**src/rtl/seven_seg_pkg.sv**
```systemverilog
// Shared constants for the seven-segment scan driver: segment bit positions,
// the hex-to-gfedcba glyph table and the output polarity helper.
package seven_seg_pkg;

   localparam int SEG_A  = 0;
   localparam int SEG_B  = 1;
   localparam int SEG_C  = 2;
   localparam int SEG_D  = 3;
   localparam int SEG_E  = 4;
   localparam int SEG_F  = 5;
   localparam int SEG_G  = 6;
   localparam int SEG_DP = 7;

   // Active-high gfedcba glyphs for 0..F (lowercase b and d for 0xB/0xD).
   localparam logic [6:0] HEX_TO_GFEDCBA [16] = '{
      7'h3F, 7'h06, 7'h5B, 7'h4F, 7'h66, 7'h6D, 7'h7D, 7'h07,
      7'h7F, 7'h6F, 7'h77, 7'h7C, 7'h39, 7'h5E, 7'h79, 7'h71
   };

   localparam logic [7:0] SEG_PATTERN_OFF = 8'h00;

   function automatic logic [7:0] seg_polarity(input logic [7:0] pattern, input bit active_low);
      return active_low ? ~pattern : pattern;
   endfunction

endpackage

```
**src/rtl/hex_to_seg7.sv**
```systemverilog
// Combinational glyph decoder: one hex nibble plus decimal point to an
// active-high {dp,g,f,e,d,c,b,a} pattern.
module hex_to_seg7
   import seven_seg_pkg::*;
(
   input  logic [3:0] nibble,
   input  logic       dp,
   output logic [7:0] pattern
);

   logic [6:0] gfedcba;

   always_comb begin
      gfedcba         = HEX_TO_GFEDCBA[nibble];
      pattern         = SEG_PATTERN_OFF;
      pattern[SEG_A]  = gfedcba[0];
      pattern[SEG_B]  = gfedcba[1];
      pattern[SEG_C]  = gfedcba[2];
      pattern[SEG_D]  = gfedcba[3];
      pattern[SEG_E]  = gfedcba[4];
      pattern[SEG_F]  = gfedcba[5];
      pattern[SEG_G]  = gfedcba[6];
      pattern[SEG_DP] = dp;
   end

endmodule

```
**src/rtl/seven_seg_scan_driver.sv**
```systemverilog
// Time-multiplexed N-digit seven-segment driver with guard interval, blanking,
// leading-zero suppression and a frame-aligned (tear-free) load/commit handshake.
module seven_seg_scan_driver
   import seven_seg_pkg::*;
#(
   parameter int NUM_DIGITS     = 4,
   parameter int CLK_DIV        = 50000,
   parameter int GUARD          = 2,
   parameter bit SEG_ACTIVE_LOW = 1'b1,
   parameter bit AN_ACTIVE_LOW  = 1'b1,
   parameter bit LZ_SUPPRESS    = 1'b1
) (
   input  logic                    clk,
   input  logic                    rst,
   input  logic                    enable,
   input  logic                    load,
   input  logic [4*NUM_DIGITS-1:0] value,
   input  logic [NUM_DIGITS-1:0]   dp_in,
   input  logic [NUM_DIGITS-1:0]   blank_in,
   output logic                    ready,
   output logic                    frame_tick,
   output logic [7:0]              segment,
   output logic [NUM_DIGITS-1:0]   anode
);

   localparam int DIV_W = (CLK_DIV > 1) ? $clog2(CLK_DIV) : 1;
   localparam int IDX_W = (NUM_DIGITS > 1) ? $clog2(NUM_DIGITS) : 1;
   localparam logic [DIV_W-1:0]      DIV_LAST  = DIV_W'(CLK_DIV - 1);
   localparam logic [DIV_W-1:0]      DIV_GUARD = DIV_W'(GUARD);
   localparam logic [IDX_W-1:0]      IDX_LAST  = IDX_W'(NUM_DIGITS - 1);
   localparam logic [7:0]            SEG_OFF   = seg_polarity(SEG_PATTERN_OFF, SEG_ACTIVE_LOW);
   localparam logic [NUM_DIGITS-1:0] AN_OFF    = AN_ACTIVE_LOW ? '1 : '0;

   logic [DIV_W-1:0]        div_reg;
   logic [IDX_W-1:0]        idx_reg;
   logic [4*NUM_DIGITS-1:0] shadow_val_reg, disp_val_reg;
   logic [NUM_DIGITS-1:0]   shadow_dp_reg, disp_dp_reg;
   logic [NUM_DIGITS-1:0]   shadow_blank_reg, disp_blank_reg;
   logic                    pending_reg;
   logic                    frame_tick_reg;
   logic [7:0]              segment_reg;
   logic [NUM_DIGITS-1:0]   anode_reg;

   logic                    slot_end, frame_end, slot_lit, zero_run;
   logic [3:0]              digit_nibble [NUM_DIGITS];
   logic [NUM_DIGITS-1:0]   an_onehot, dark;
   logic [3:0]              cur_nibble;
   logic                    cur_dp, cur_dark;
   logic [7:0]              cur_pattern, segment_next;
   logic [NUM_DIGITS-1:0]   anode_next;

   for (genvar gi = 0; gi < NUM_DIGITS; gi++) begin : g_digit
      assign digit_nibble[gi] = disp_val_reg[4*gi +: 4];
      assign an_onehot[gi]    = (idx_reg == IDX_W'(gi));
   end

   // Walk from the most significant digit down; a digit stays suppressed only
   // while it and everything above it is a bare zero. Digit 0 always shows.
   always_comb begin
      zero_run = 1'b1;
      dark     = '0;
      for (int i = NUM_DIGITS - 1; i >= 0; i--) begin
         zero_run = zero_run && (digit_nibble[i] == 4'h0) && !disp_dp_reg[i];
         dark[i]  = disp_blank_reg[i] || (LZ_SUPPRESS && (i != 0) && zero_run);
      end
   end

   assign cur_nibble = digit_nibble[idx_reg];
   assign cur_dp     = disp_dp_reg[idx_reg];
   assign cur_dark   = dark[idx_reg];

   hex_to_seg7 u_hex_to_seg7 (
      .nibble  (cur_nibble),
      .dp      (cur_dp),
      .pattern (cur_pattern)
   );

   assign slot_end  = (div_reg == DIV_LAST);
   assign frame_end = slot_end && (idx_reg == IDX_LAST);

   always_comb begin
      slot_lit     = enable && (div_reg >= DIV_GUARD);
      segment_next = seg_polarity((slot_lit && !cur_dark) ? cur_pattern : SEG_PATTERN_OFF,
                                  SEG_ACTIVE_LOW);
      anode_next   = slot_lit ? (an_onehot ^ AN_OFF) : AN_OFF;
   end

   always_ff @(posedge clk) begin
      if (rst) begin
         div_reg          <= '0;
         idx_reg          <= '0;
         shadow_val_reg   <= '0;
         shadow_dp_reg    <= '0;
         shadow_blank_reg <= '0;
         disp_val_reg     <= '0;
         disp_dp_reg      <= '0;
         disp_blank_reg   <= '0;
         pending_reg      <= 1'b0;
         frame_tick_reg   <= 1'b0;
         segment_reg      <= SEG_OFF;
         anode_reg        <= AN_OFF;
      end else begin
         div_reg        <= slot_end ? '0 : div_reg + 1'b1;
         if (slot_end) begin
            idx_reg <= (idx_reg == IDX_LAST) ? '0 : idx_reg + 1'b1;
         end
         frame_tick_reg <= frame_end;
         segment_reg    <= segment_next;
         anode_reg      <= anode_next;

         // Commit wins over capture: ready is low on a commit edge, so a
         // coincident load is dropped rather than queued.
         if (frame_end && pending_reg) begin
            disp_val_reg   <= shadow_val_reg;
            disp_dp_reg    <= shadow_dp_reg;
            disp_blank_reg <= shadow_blank_reg;
            pending_reg    <= 1'b0;
         end else if (load && !pending_reg) begin
            shadow_val_reg   <= value;
            shadow_dp_reg    <= dp_in;
            shadow_blank_reg <= blank_in;
            pending_reg      <= 1'b1;
         end
      end
   end

   assign ready      = !pending_reg;
   assign frame_tick = frame_tick_reg;
   assign segment    = segment_reg;
   assign anode      = anode_reg;

endmodule

```
**config.mk**
```make
export PLATFORM = sky130hd
export DESIGN_NAME = seven_seg_scan_driver
export DESIGN_NICKNAME = d
export VERILOG_FILES = /design/src/rtl/seven_seg_pkg.sv /design/src/rtl/hex_to_seg7.sv /design/src/rtl/seven_seg_scan_driver.sv
export SDC_FILE = /design/constraint.sdc
export NUM_CORES = 1
export LEC_CHECK = 0
export BUFFER_PORTS_ARGS = -buffer_cell sky130_fd_sc_hd__buf_2
export CAP_MARGIN = 25
export CORE_MARGIN = 2
export CORE_UTILIZATION = 54
export DETAILED_ROUTE_END_ITERATION = 12
export PLACE_DENSITY_LB_ADDON = 0.08
export SKIP_LAST_GASP = 1
export SLEW_MARGIN = 25
export SYNTH_ARGS = -nofsm -noshare
export SYNTH_HDL_FRONTEND = slang
export SYNTH_SLANG_ARGS = --single-unit
export TNS_END_PERCENT = 100
```
**constraint.sdc**
```tcl
create_clock -name clk -period 6.6 [get_ports clk]
set_clock_uncertainty 0.15 [all_clocks]
set_input_delay 0.33 -clock clk [delete_from_list [all_inputs] [get_ports clk]]
set_output_delay 0.33 -clock clk [all_outputs]
set_load 0.02 [all_outputs]
```
# After elaboration in Yosys (flattened, before gate mapping)

Memories as Yosys holds them, arrays and structs flattened.
Index checks and enable logic that the tools add are counted.
Widths: inputs -> output; s select.

Flip-flop bits (word level): 80
Bits in latches: 0
Bits in writable memories: 0
Memory bits (read-only): 112
Input bits: 28
Output and inout port bits: 14
Memories kept: 1

Memories:

| memory           | words | width | rd ports | clocked after Yosys merged registers in | write ports | RTL line          | RTL |
|---|---|---|---|---|---|---|---|
| (name not given) | 16    | 7     | 1        | 0                                       | 0           | hex_to_seg7.sv:14 | `gfedcba = HEX_TO_GFEDCBA[nibble];` |

Add/sub/neg operators: 2
Multipliers: 0
Div/mod/pow operators: 0
$lt $le $gt $ge: 4
Equality and inequality tests: 4
Shift-type cells: 0
Multiplexer cells: 11
Bitwise operators: 6
Reduce and logical (&&, ||, !) cells: 26

Operator list:

| operator              | number |
|---|---|
| $add 16x1->16 const B | 1 |
| $eq 16x16->1 const B  | 1 |
| $ge 16x2->1 const B   | 1 |
| $mux 7                | 2 |
| $logic_not 4->1       | 3 |
| $logic_and 1x1->1     | 10 |
| $bmux 4 s2            | 1 |
| $mux 4                | 2 |
| $mux 8                | 1 |
| $not 8->8             | 1 |
| $reduce_or 2->1       | 3 |
| $ge 5x5->1 const B    | 1 |
| $logic_not 1->1       | 5 |
| $not 4->5             | 1 |
| $bmux 1 s2            | 2 |
| $eq 2x2->1 const B    | 2 |
| $not 4->4             | 1 |
| $ge 3x3->1 const B    | 1 |
| $logic_or 1x1->1      | 3 |
| $lt 2x3->1 const B    | 1 |
| $not 2->3             | 1 |
| $add 2x1->2 const B   | 1 |
| $eq 2x1->1 const B    | 1 |
| $logic_not 2->1       | 1 |
| other kinds (4)       | 6 |

# Depth between registers and ports, before layout

Gate-level depths: netlist of the first run.

Depth in word-level cells: 13
Gate-level depth with buffers: 8
Depth with buffers taken out: 7

# Modules after synthesis

Synthesis of the first run repeated with hierarchy kept, for this count alone.

Cells, all modules: 409
Area total of the unflattened synthesis: 3504.6 µm²

By module, submodules not included:

| module                | instances | cells an instance | area an instance (µm²) | sequential area each (µm²) |
|---|---|---|---|---|
| seven_seg_scan_driver | 1         | 375               | 3206.8                 | 1601.5 |
| hex_to_seg7           | 1         | 34                | 297.8                  | 0.0 |

# Worst setup path after synthesis of the first run

Ideal clock, no wire load.

Kind: reg2reg
From: register idx_reg[0]
To: register segment_reg[3], in the netlist segment[3]
Setup time: 121 ps
Data arrival time: 2006 ps
Required time: 6329 ps
Setup slack: 4322 ps
Stages on the path, launching flop included: 8
Path buffers: 1
Clock period less this slack: 2278 ps
Cell sequence: dfxtp_1 -> buf_2 -> mux4_2 -> inv_1 -> ha_1 -> inv_1 -> mux4_2 -> nand2b_1

Longest elaborated chain between the ends: 10
Elaborated cells on any way between the ends: 14
Those cells by class: mux (8); bitwise (3); reduce/logical (2); memory (1)

Ends and longest elaborated chain:

| element                                    | RTL line                     | RTL |
|---|---|---|
| start: declaration                         | seven_seg_scan_driver.sv:35  | `logic [IDX_W-1:0] idx_reg;` |
| start signal: assignment                   | seven_seg_scan_driver.sv:105 | `idx_reg <= (idx_reg == IDX_LAST) ? '0 : idx_reg + 1'b1;` |
| $not 2->3 (implied by the code)            | seven_seg_scan_driver.sv:68  | `assign cur_nibble = digit_nibble[idx_reg];` |
| $bmux 4 s2                                 | seven_seg_scan_driver.sv:68  |  |
| $mux 4 (implied by the code) (2 in series) | seven_seg_scan_driver.sv:68  |  |
| $not 4->5 (implied by the code)            | hex_to_seg7.sv:14            |  |
| $mem_v2 16x7                               | -                            |  |
| $mux 7 (implied by the code) (2 in series) | hex_to_seg7.sv:14            |  |
| $mux 8 *                                   | seven_seg_scan_driver.sv:83  | `segment_next = seg_polarity((slot_lit && !cur_dark) ? cur_pattern : SEG_PATTERN_OFF,` |
| $not 8->8 *                                | seven_seg_pkg.sv:23          | `return active_low ? ~pattern : pattern;` |
| end signal: assignment                     | seven_seg_scan_driver.sv:108 | `segment_reg <= segment_next;` |
| end: declaration                           | seven_seg_scan_driver.sv:41  | `logic [7:0] segment_reg;` |

Every way passes the cells marked *; elsewhere a longest branch is shown, timed or not. The select of a mux whose other input is x is not followed.
A chain may end at the register's enable or synchronous reset.

# Worst setup path after layout of the first run

Same ends and word-level chain as after synthesis.

==> impl_metrics.ini, run 1 <==
[routing]
drc = 0
viasPerCell = 5.241
ant_nets = 0
dr.pass1.iters = 4
drt_iter0_markers = 131
wirelength_mm = 6.380
wl_per_cell_um = 12.61
vias = 2652

[timing]
timing.setup.tns_ps = 0
setup_viol = 0
holdWs_ps = 57.92
post-route-period-util_pct = 37.80
tightest_slew_ps = 728.9
slew_headroom_pct = 51.29
hold_violations = 0
slew_viol_final = 0
rsz0062_at_grt = false
max_freq_ghz = 0.4008
layout_min_cycle_time_ps = 2495

[clock_tree]
cts.htree.levels = 3
cts_buffer_depth = 2
cts_root_buf = clkbuf_8
holdBufCountCts = 0
postCtsSetupBuffers = 0
clk_latency_ps = 350
clk_pin_slew_ps = 80
cts-resized-gates = 0
cts_buffers = 9
cts_tree = built
cts.sink_count = 80

[yosys]
synth_area_leaders = dfxtp_1 (47%), nand2_1 (10%), a21oi_2 (4.8%)
synthDistinctLibCells = 39
synth_top_cell_area_share_pct = 46.51
synth-seq-cells = 80
seq_area_frac_synth_pct = 46.51
synth_cells = 388
syn_nets = 427
synth_area_per_cell_um2 = 8.874
yosys_warnings = 0
netlist_area_um2 = 3443
synth_largest_area_cell = dfxtp_1

[grt]
grt_start_max_net_pins = 56
grt-ovfl-total = 0
grtUsageTotal_pct = 19.26
grt_pass1_vias = 2424
grt_pass1_wl_mm = 10.94
antenna_found_initial = 0

[cells_and_area]
seq_area_um2 = 1602
nets = 463
drive_above_1_share_pct = 24.94
area_delta_synth_final_pct = 13.08
multiInputGateArea_um2 = 1680
diodes = 0
fill_cells = 563

[power]
p_sw_mw = 0.2102
seq_power_share_pct = 51.7
sw_frac_of_total_pct = 21.58
clkPwrFrac_pct = 43.3
irDropWorstVdd_mv = 0.1721
power.total_mw = 0.9743
combPwrFrac_pct = 5.0
internal_power_mw = 0.7641
power.density_nw_per_um2 = 250.2
power.leakage_nw = 1.416

[outcome]
status = finished, final reports clean

[worst_setup_path]
critPathMaxStageDelay_ps = 690
cp.arrival_ps = 2580
start_kind = flop
worstPathBufferInverterCount = 0
worstPathMaxFanout = 13
critPathRequiredTime_ps = 6680
slowest_stage = dfxtp_1
cp_common_cell = mux4_2
crit_chain = mux4_2, ha_1, mux4_2, nand2b_1
crit_family = multiplexers
critPathCaptureType = flop
worst-setup-path-type = flop to flop

[placement]
place_congestion = 0.7835
hpwl_mm = 4.407
io_buffer_count = 41

[die]
die_h_um = 83.85
fp.coreArea_um2 = 6241
fp.dieArea_um2 = 7031
start_util_pct = 55.17
ios = 42
num_rows = 29
die_x_um = 83.85

[run]
max_cap_violations = 0

[worst_hold_path]
hold_path.class = input pin to flop
## worst register-to-register path: cells and delay by family, from the launching register on
family                     cells  cell delay [ps]
muxes                          2             1140
DFF                            1              690
adders and majority gates      1              270
and+or+nand+nor                1              140
## area by class of cell
type / instances / area share, %
multi-input cells: 277 / 43.16
flip-flops and latches: 80 / 41.13
repair buffers: 45 / 6.138
clock buffers: 10 / 3.278
clock inverters: 6 / 2.763
well taps: 77 / 2.474
inverters: 11 / 1.060
## power groups by stage
stage	Clock (mW)	Combinational [mW]	Sequential [mW]
floorplan	0	0.0289	0.518
global placement	0	0.0485	0.515
detailed placement	0	0.0494	0.515
CTS	0.429	0.0497	0.504
global route	0.449	0.0556	0.506
finish	0.422	0.0485	0.504
## stage by stage
stage          std cells  instance area [um2]  setup slack [ps]  utilization (%)
3_3_place_gp         489                 3647              3974            58.44
6_report             506                 3894              4105            62.39
2_1_floorplan        388                 3443              4322                -
5_1_grt              506                 3894              3953            62.39
4_1_cts              505                 3882              3886            62.21
3_5_place_dp         489                 3647              3922            58.44
## cell usage after synthesis
cell type and instances:
a21oi_1 31, a21oi_2 19, a22oi_1 1, a311oi_1 2
a32oi_1 1, and3_1 2, and4_1 1, buf_1 3
buf_12 2, buf_2 1, buf_4 1, buf_6 1
clkbuf_1 12, dfxtp_1 80, ha_1 11, inv_1 11
mux2i_1 3, mux4_2 6, nand2_1 94, nand2_2 19
nand2b_1 2, nand3_1 11, nand4_1 2, nor2_1 26
nor2b_1 6, nor3_1 9, nor3b_1 1, nor4_1 3
nor4_4 1, o21ai_0 1, o221ai_1 3, o311a_1 1
o311ai_0 1, o311ai_1 1, or2_2 1, or4_1 3
or4_4 1, xnor2_1 8, xor2_1 6
## cells in the final DEF, fill, tap and decap left out, types with 2 or more instances in the layout
cell and count:
nand2_1 94, dfxtp_1 80, buf_2 41, a21oi_1 31
nor2_1 26, nand2_2 19, a21oi_2 19, inv_1 11
nand3_1 11, ha_1 11, nor3_1 9, clkbuf_8 9
xnor2_1 8, mux4_2 6, nor2b_1 6, xor2_1 6
or4_1 3, nor4_1 3, o221ai_1 3, mux2i_1 3
bufinv_16 3, buf_4 3, nand4_1 2, a311oi_1 2
nand2b_1 2, and3_1 2, clkinv_2 2
## routing by layer
metal  vias to the layer above  global-route usage [%]  share of wire, %
met5                         -                       0                 0
met4                         0                   10.12               1.9
met3                        12                   4.154               3.9
met2                        51                   30.47                46
met1                      1217                   24.72                48
li1                       1372                       -                 -
## cell families (layout without fill, tap and decap cells)
group | after synthesis | after routing | share of synthesized area, %
and+or+nand+nor | 182 | 182 | 24.42
DFF | 80 | 80 | 46.51
AOI/OAI and AO/OA | 61 | 61 | 12.03
buffers and inverters | 31 | 72 | 4.687
xor gates and xnor gates | 14 | 14 | 3.561
adders and majority gates | 11 | 11 | 3.997
muxes | 9 | 9 | 4.797
## final timing paths
kind,start,endpoint,slack (ps),cells after the start
max,idx_reg[0],segment[3],4100,4
min,value[2],shadow_val_reg[2],60,3
max reg2reg,idx_reg[0],segment[3],4100,4
min reg2reg,disp_blank_reg[0],disp_blank_reg[0],300,2
Note: power is estimated with default switching activity, not from simulation.
==> run 2, diff against run 1 <==
clock period = 2.3 ns   (was 6.6 ns; I/O delays follow)
==> run 2 against run 1 <==
  * Maximum frequency up 16%
  * Critical path depth up 2
  * Cell area up 9.3%
  * Power rose to 2.8 times the previous value
  * Highest routed layer unchanged
  * Final cell count up 7.7%
  * Sequential power rose to 2.9 times the previous value
==> impl_metrics.ini, run 2 (synthesis results as in run 1) <==
[worst_setup_path]
critPathCaptureType = flop
reg2reg_slack_ps = 150
crit_chain = or4_4, nor4_4, and4_1, buf_12, nand2_1, a21oi_1
crit_family = simple AND/OR/NAND/NOR gates
worst-setup-path-type = flop to flop
critPathRequiredTime_ps = 2420
crit_start = div_reg[11]
path_depth = 6
r2r_end = disp_val_reg[15]
slowest_stage = or4_4
worstPathMaxFanout = 25
cp.arrival_ps = 2270
critPathMaxStageDelay_ps = 540
endpoint = disp_val_reg[15]
worstPathBufferInverterCount = 1
ff2ff_path_depth = 6
start_kind = flop
regToRegStartpoint = div_reg[11]

[timing]
max_freq_ghz = 0.4646
hold_violations = 0
tightest_slew_ps = 671.6
slew_headroom_pct = 55.22
slew_viol_final = 0
timing.setup.tns_ps = 0
layout_min_cycle_time_ps = 2153
rsz0062_at_grt = false
setup_viol = 0
post-route-period-util_pct = 93.59

[routing]
ant_nets = 0
wl_per_cell_um = 12.58
viasPerCell = 5.139
drt_iter0_markers = 121
vias = 2801
drc = 0
dr.pass1.iters = 4
wirelength_mm = 6.854

[clock_tree]
cts_tree = built
cts_buffer_depth = 2
clk_latency_ps = 340
cts.htree.levels = 3
clk_pin_slew_ps = 80
cts.sink_count = 80
cts_root_buf = clkbuf_8
postCtsSetupBuffers = 0
cts_buffers = 9

[placement]
dp.cells = 502
place_congestion = 0.8926
hpwl_mm = 4.643
io_buffer_count = 41

[cells_and_area]
finalNonFillerCells = 545
area_delta_synth_final_pct = 23.62
nets = 502
most-common-layout-cells = nand2_1 (94), dfxtp_1 (79), buf_2 (41)
final_common_cell = nand2_1
diodes = 0
drive_above_1_share_pct = 25.64

[outcome]
status = finished, final reports clean

[power]
irDropWorstVdd_mv = 0.7024
power.density_nw_per_um2 = 648.0
power.leakage_nw = 1.585

[run]
max_cap_violations = 0

[grt]
grt-ovfl-total = 0
antenna_found_initial = 0
grt_start_max_net_pins = 55
grtUsageTotal_pct = 20.79
grt_pass1_vias = 2555
grt_pass1_wl_mm = 11.74

[die]
fp.dieArea_um2 = 7031
die_h_um = 83.85
num_rows = 29
start_util_pct = 55.17
die_x_um = 83.85
ios = 42
fp.coreArea_um2 = 6241

[worst_hold_path]
hold_path.class = flop to flop
## run 2: cell type report
type	count	area, um2
timing repair buffer	84	608.1
sequential	80	1603
clock inverter	4	76.32
inverter	11	41.29
clock buffer	12	145.1
multi-input combinational	277	1687
fill	545	1984
tap	77	96.34
## run 2: power breakdown
group	switching [mW]	internal (mW)	total, mW
Clock	0.483	0.646	1.13
Sequential	0.0238	1.42	1.45
Combinational	0.0957	0.0876	0.183
## run 2: how the worst min path moves through the flow
stage / end / start / cells after the start / slack, ps
finish: disp_val_reg[9] / shadow_val_reg[9] / 2 / 310
global route: disp_val_reg[2] / disp_val_reg[2] / 2 / 330
CTS: disp_val_reg[2] / disp_val_reg[2] / 2 / 310
detailed placement: shadow_val_reg[6] / value[6] / 3 / 210
global placement: shadow_val_reg[3] / value[3] / 3 / 210
floorplan: shadow_blank_reg[0] / blank_in[0] / 2 / 100
## run 2: layer usage
layer / track usage, % / routed length, um / up-vias
met5: 0 / 0 / -
met4: 6.012 / 62 / 0
met3: 5.935 / 223 / 6
met2: 34.98 / 3296 / 48
met1: 26.04 / 3271 / 1304
li1: - / - / 1443
## run 2: timing repair
action,in CTS,in global routing
endpoints found under the setup margin,0,2
hold endpoints to repair,29,0
hold buffers,27,0
resized for setup,0,2
## run 2: per-stage QoR
step           hold slack, ps  utilization [%]  area, um2  power, mW  worst slack, ps
3_3_place_gp            205.1            60.20       3757      1.621            196.2
6_report                310.0            68.20       4257      2.758            147.4
2_1_floorplan           101.0                -       3443      1.568            22.32
4_1_cts                 313.2            68.08       4249      2.786            91.76
5_1_grt                 325.8            68.20       4257      2.873            20.64
3_5_place_dp            209.6            60.20       3757      1.625            104.6
## run 2: worst min-delay path, stage by stage, from the launching register on
cell and delay [ps]:
dfxtp_1 320, nand2_2 60, a21oi_2 40
==> run 3, diff against run 2 <==
clock period = 2.4 ns   (was 2.3 ns; I/O delays follow)
==> run 3 against run 2 <==
  * Setup slack lost 100 ps
  * Final cell count shrank 0.55%
  * Cell area shrank 0.32%
  * Combinational power is 5% lower
  * Highest routed layer unchanged
  * Power decreased by 5.2%
  * Via count down 0.39%
  * Largest cell class unchanged
==> impl_metrics.ini, run 3 (synthesis results as in run 1) <==
[die]
fp.coreArea_um2 = 6241
die_x_um = 83.85
ios = 42
start_util_pct = 55.17
die_h_um = 83.85
num_rows = 29
fp.dieArea_um2 = 7031

[routing]
viasPerCell = 5.148
drc = 0
drt_iter0_markers = 69
wl_per_cell_um = 12.61
ant_nets = 0
wirelength_mm = 6.836
dr.pass1.iters = 4
vias = 2790

[placement]
place_congestion = 0.8325
preCtsSetupSlack_ps = 259.0
detailed_place.area_um2 = 3720
hpwl_mm = 4.553
dp.cells = 497
io_buffer_count = 41

[clock_tree]
cts_buffers = 9
cts.sink_count = 80
cts_buffer_depth = 2
cts.htree.levels = 3
clk_latency_ps = 350
clk_pin_slew_ps = 70
cts_root_buf = clkbuf_8
cts_tree = built

[worst_setup_path]
crit_chain = or4_4, nor4_4, buf_4, a311oi_4, nand2_1, dlygate4sd3_1
critPathRequiredTime_ps = 2550
cp.arrival_ps = 2500
critPathMaxStageDelay_ps = 550
slowest_stage = or4_4
critPathCaptureType = flop
worst-setup-path-type = flop to flop
start_kind = flop
worstPathMaxFanout = 5

[timing]
slew_headroom_pct = 50.08
tightest_slew_ps = 747.0
worst_slack_ps = 43.99
holdWs_ps = 309.2
setup_viol = 0
slew_viol_final = 0
hold_violations = 0
rsz0062_at_grt = true
post-route-period-util_pct = 98.17
layout_min_cycle_time_ps = 2356
max_freq_ghz = 0.4244
timing.setup.tns_ps = 0

[run]
max_cap_violations = 0

[power]
power.total_mw = 2.613
power.leakage_nw = 1.571
irDropWorstVdd_mv = 0.5169
power.density_nw_per_um2 = 615.9

[cells_and_area]
fill_cells = 538
finalNonFillerCells = 542
final_cell_area_um2 = 4243
area_delta_synth_final_pct = 23.22
post-route-util_pct = 67.98
final_common_cell = nand2_1
drive_above_1_share_pct = 24.95
most-common-layout-cells = nand2_1 (94), dfxtp_1 (80), buf_2 (41)
nets = 500
diodes = 0

[grt]
grtUsageTotal_pct = 21.05
grt_pass1_wl_mm = 11.93
grt-ovfl-total = 0
grt_start_max_net_pins = 55
grt_pass1_vias = 2676
antenna_found_initial = 0

[worst_hold_path]
hold_path.class = flop to flop

[outcome]
status = finished, final reports clean
[run 3: cell count changes in the layout (fill, tap and decap cells not counted), sizes merged]
cell | previous run | this run
inv | 12 | 11
clkinvlp | 1 | 0
clkinv | 0 | 3
clkbuf | 12 | 10
dlygate4sd3 | 27 | 28
buf | 57 | 54
[run 3: where the power goes]
group          switching [mW]  internal (mW)  leakage, nW  total, mW
Combinational          0.0906         0.0821        0.815      0.173
Clock                   0.472          0.582        0.106       1.05
Sequential             0.0242           1.36        0.650       1.39
[run 3: repair_timing]
action,in CTS,in global routing
setup buffers,0,2
setup endpoints to repair,0,1
hold buffers,28,0
gates resized for setup,0,2
endpoints found under the hold margin,29,0
[run 3: cell type report]
cell class	instances	area (um2)	area share, %
Inverter	11	41.29	0.9732
Tap cell	77	96.34	2.271
Timing Repair Buffer	82	595.6	14.04
Multi-Input combinational cell	277	1698	40.02
Clock inverter	5	82.58	1.946
Clock buffer	10	127.6	3.008
Sequential cell	80	1602	37.75
[run 3: worst max-delay path: cells and delay by family, from the launching register on]
family | cells | cell delay (ps)
and+or+nand+nor | 3 | 960
DFF | 1 | 340
AOI/OAI and AO/OA | 1 | 110
buffers and inverters | 2 | 730
[run 3: worst paths after layout]
check,from,end,slack (ps),depth (start not counted)
hold reg to reg,shadow_blank_reg[0],shadow_blank_reg[0],310,2
setup / recovery,div_reg[10],anode[3],40,6
setup reg to reg,div_reg[10],anode[3],40,6
hold / removal,shadow_blank_reg[0],shadow_blank_reg[0],310,2
[run 3: metal layers]
layer	global-route usage [%]	routed length, um	part of all wire [%]	up-vias
li1	-	-	-	1447
met1	25.14	3217	47	1274
met2	35.71	3198	47	56
met3	6.330	288	4.2	13
met4	7.918	133	1.9	0
met5	0	0	0	-
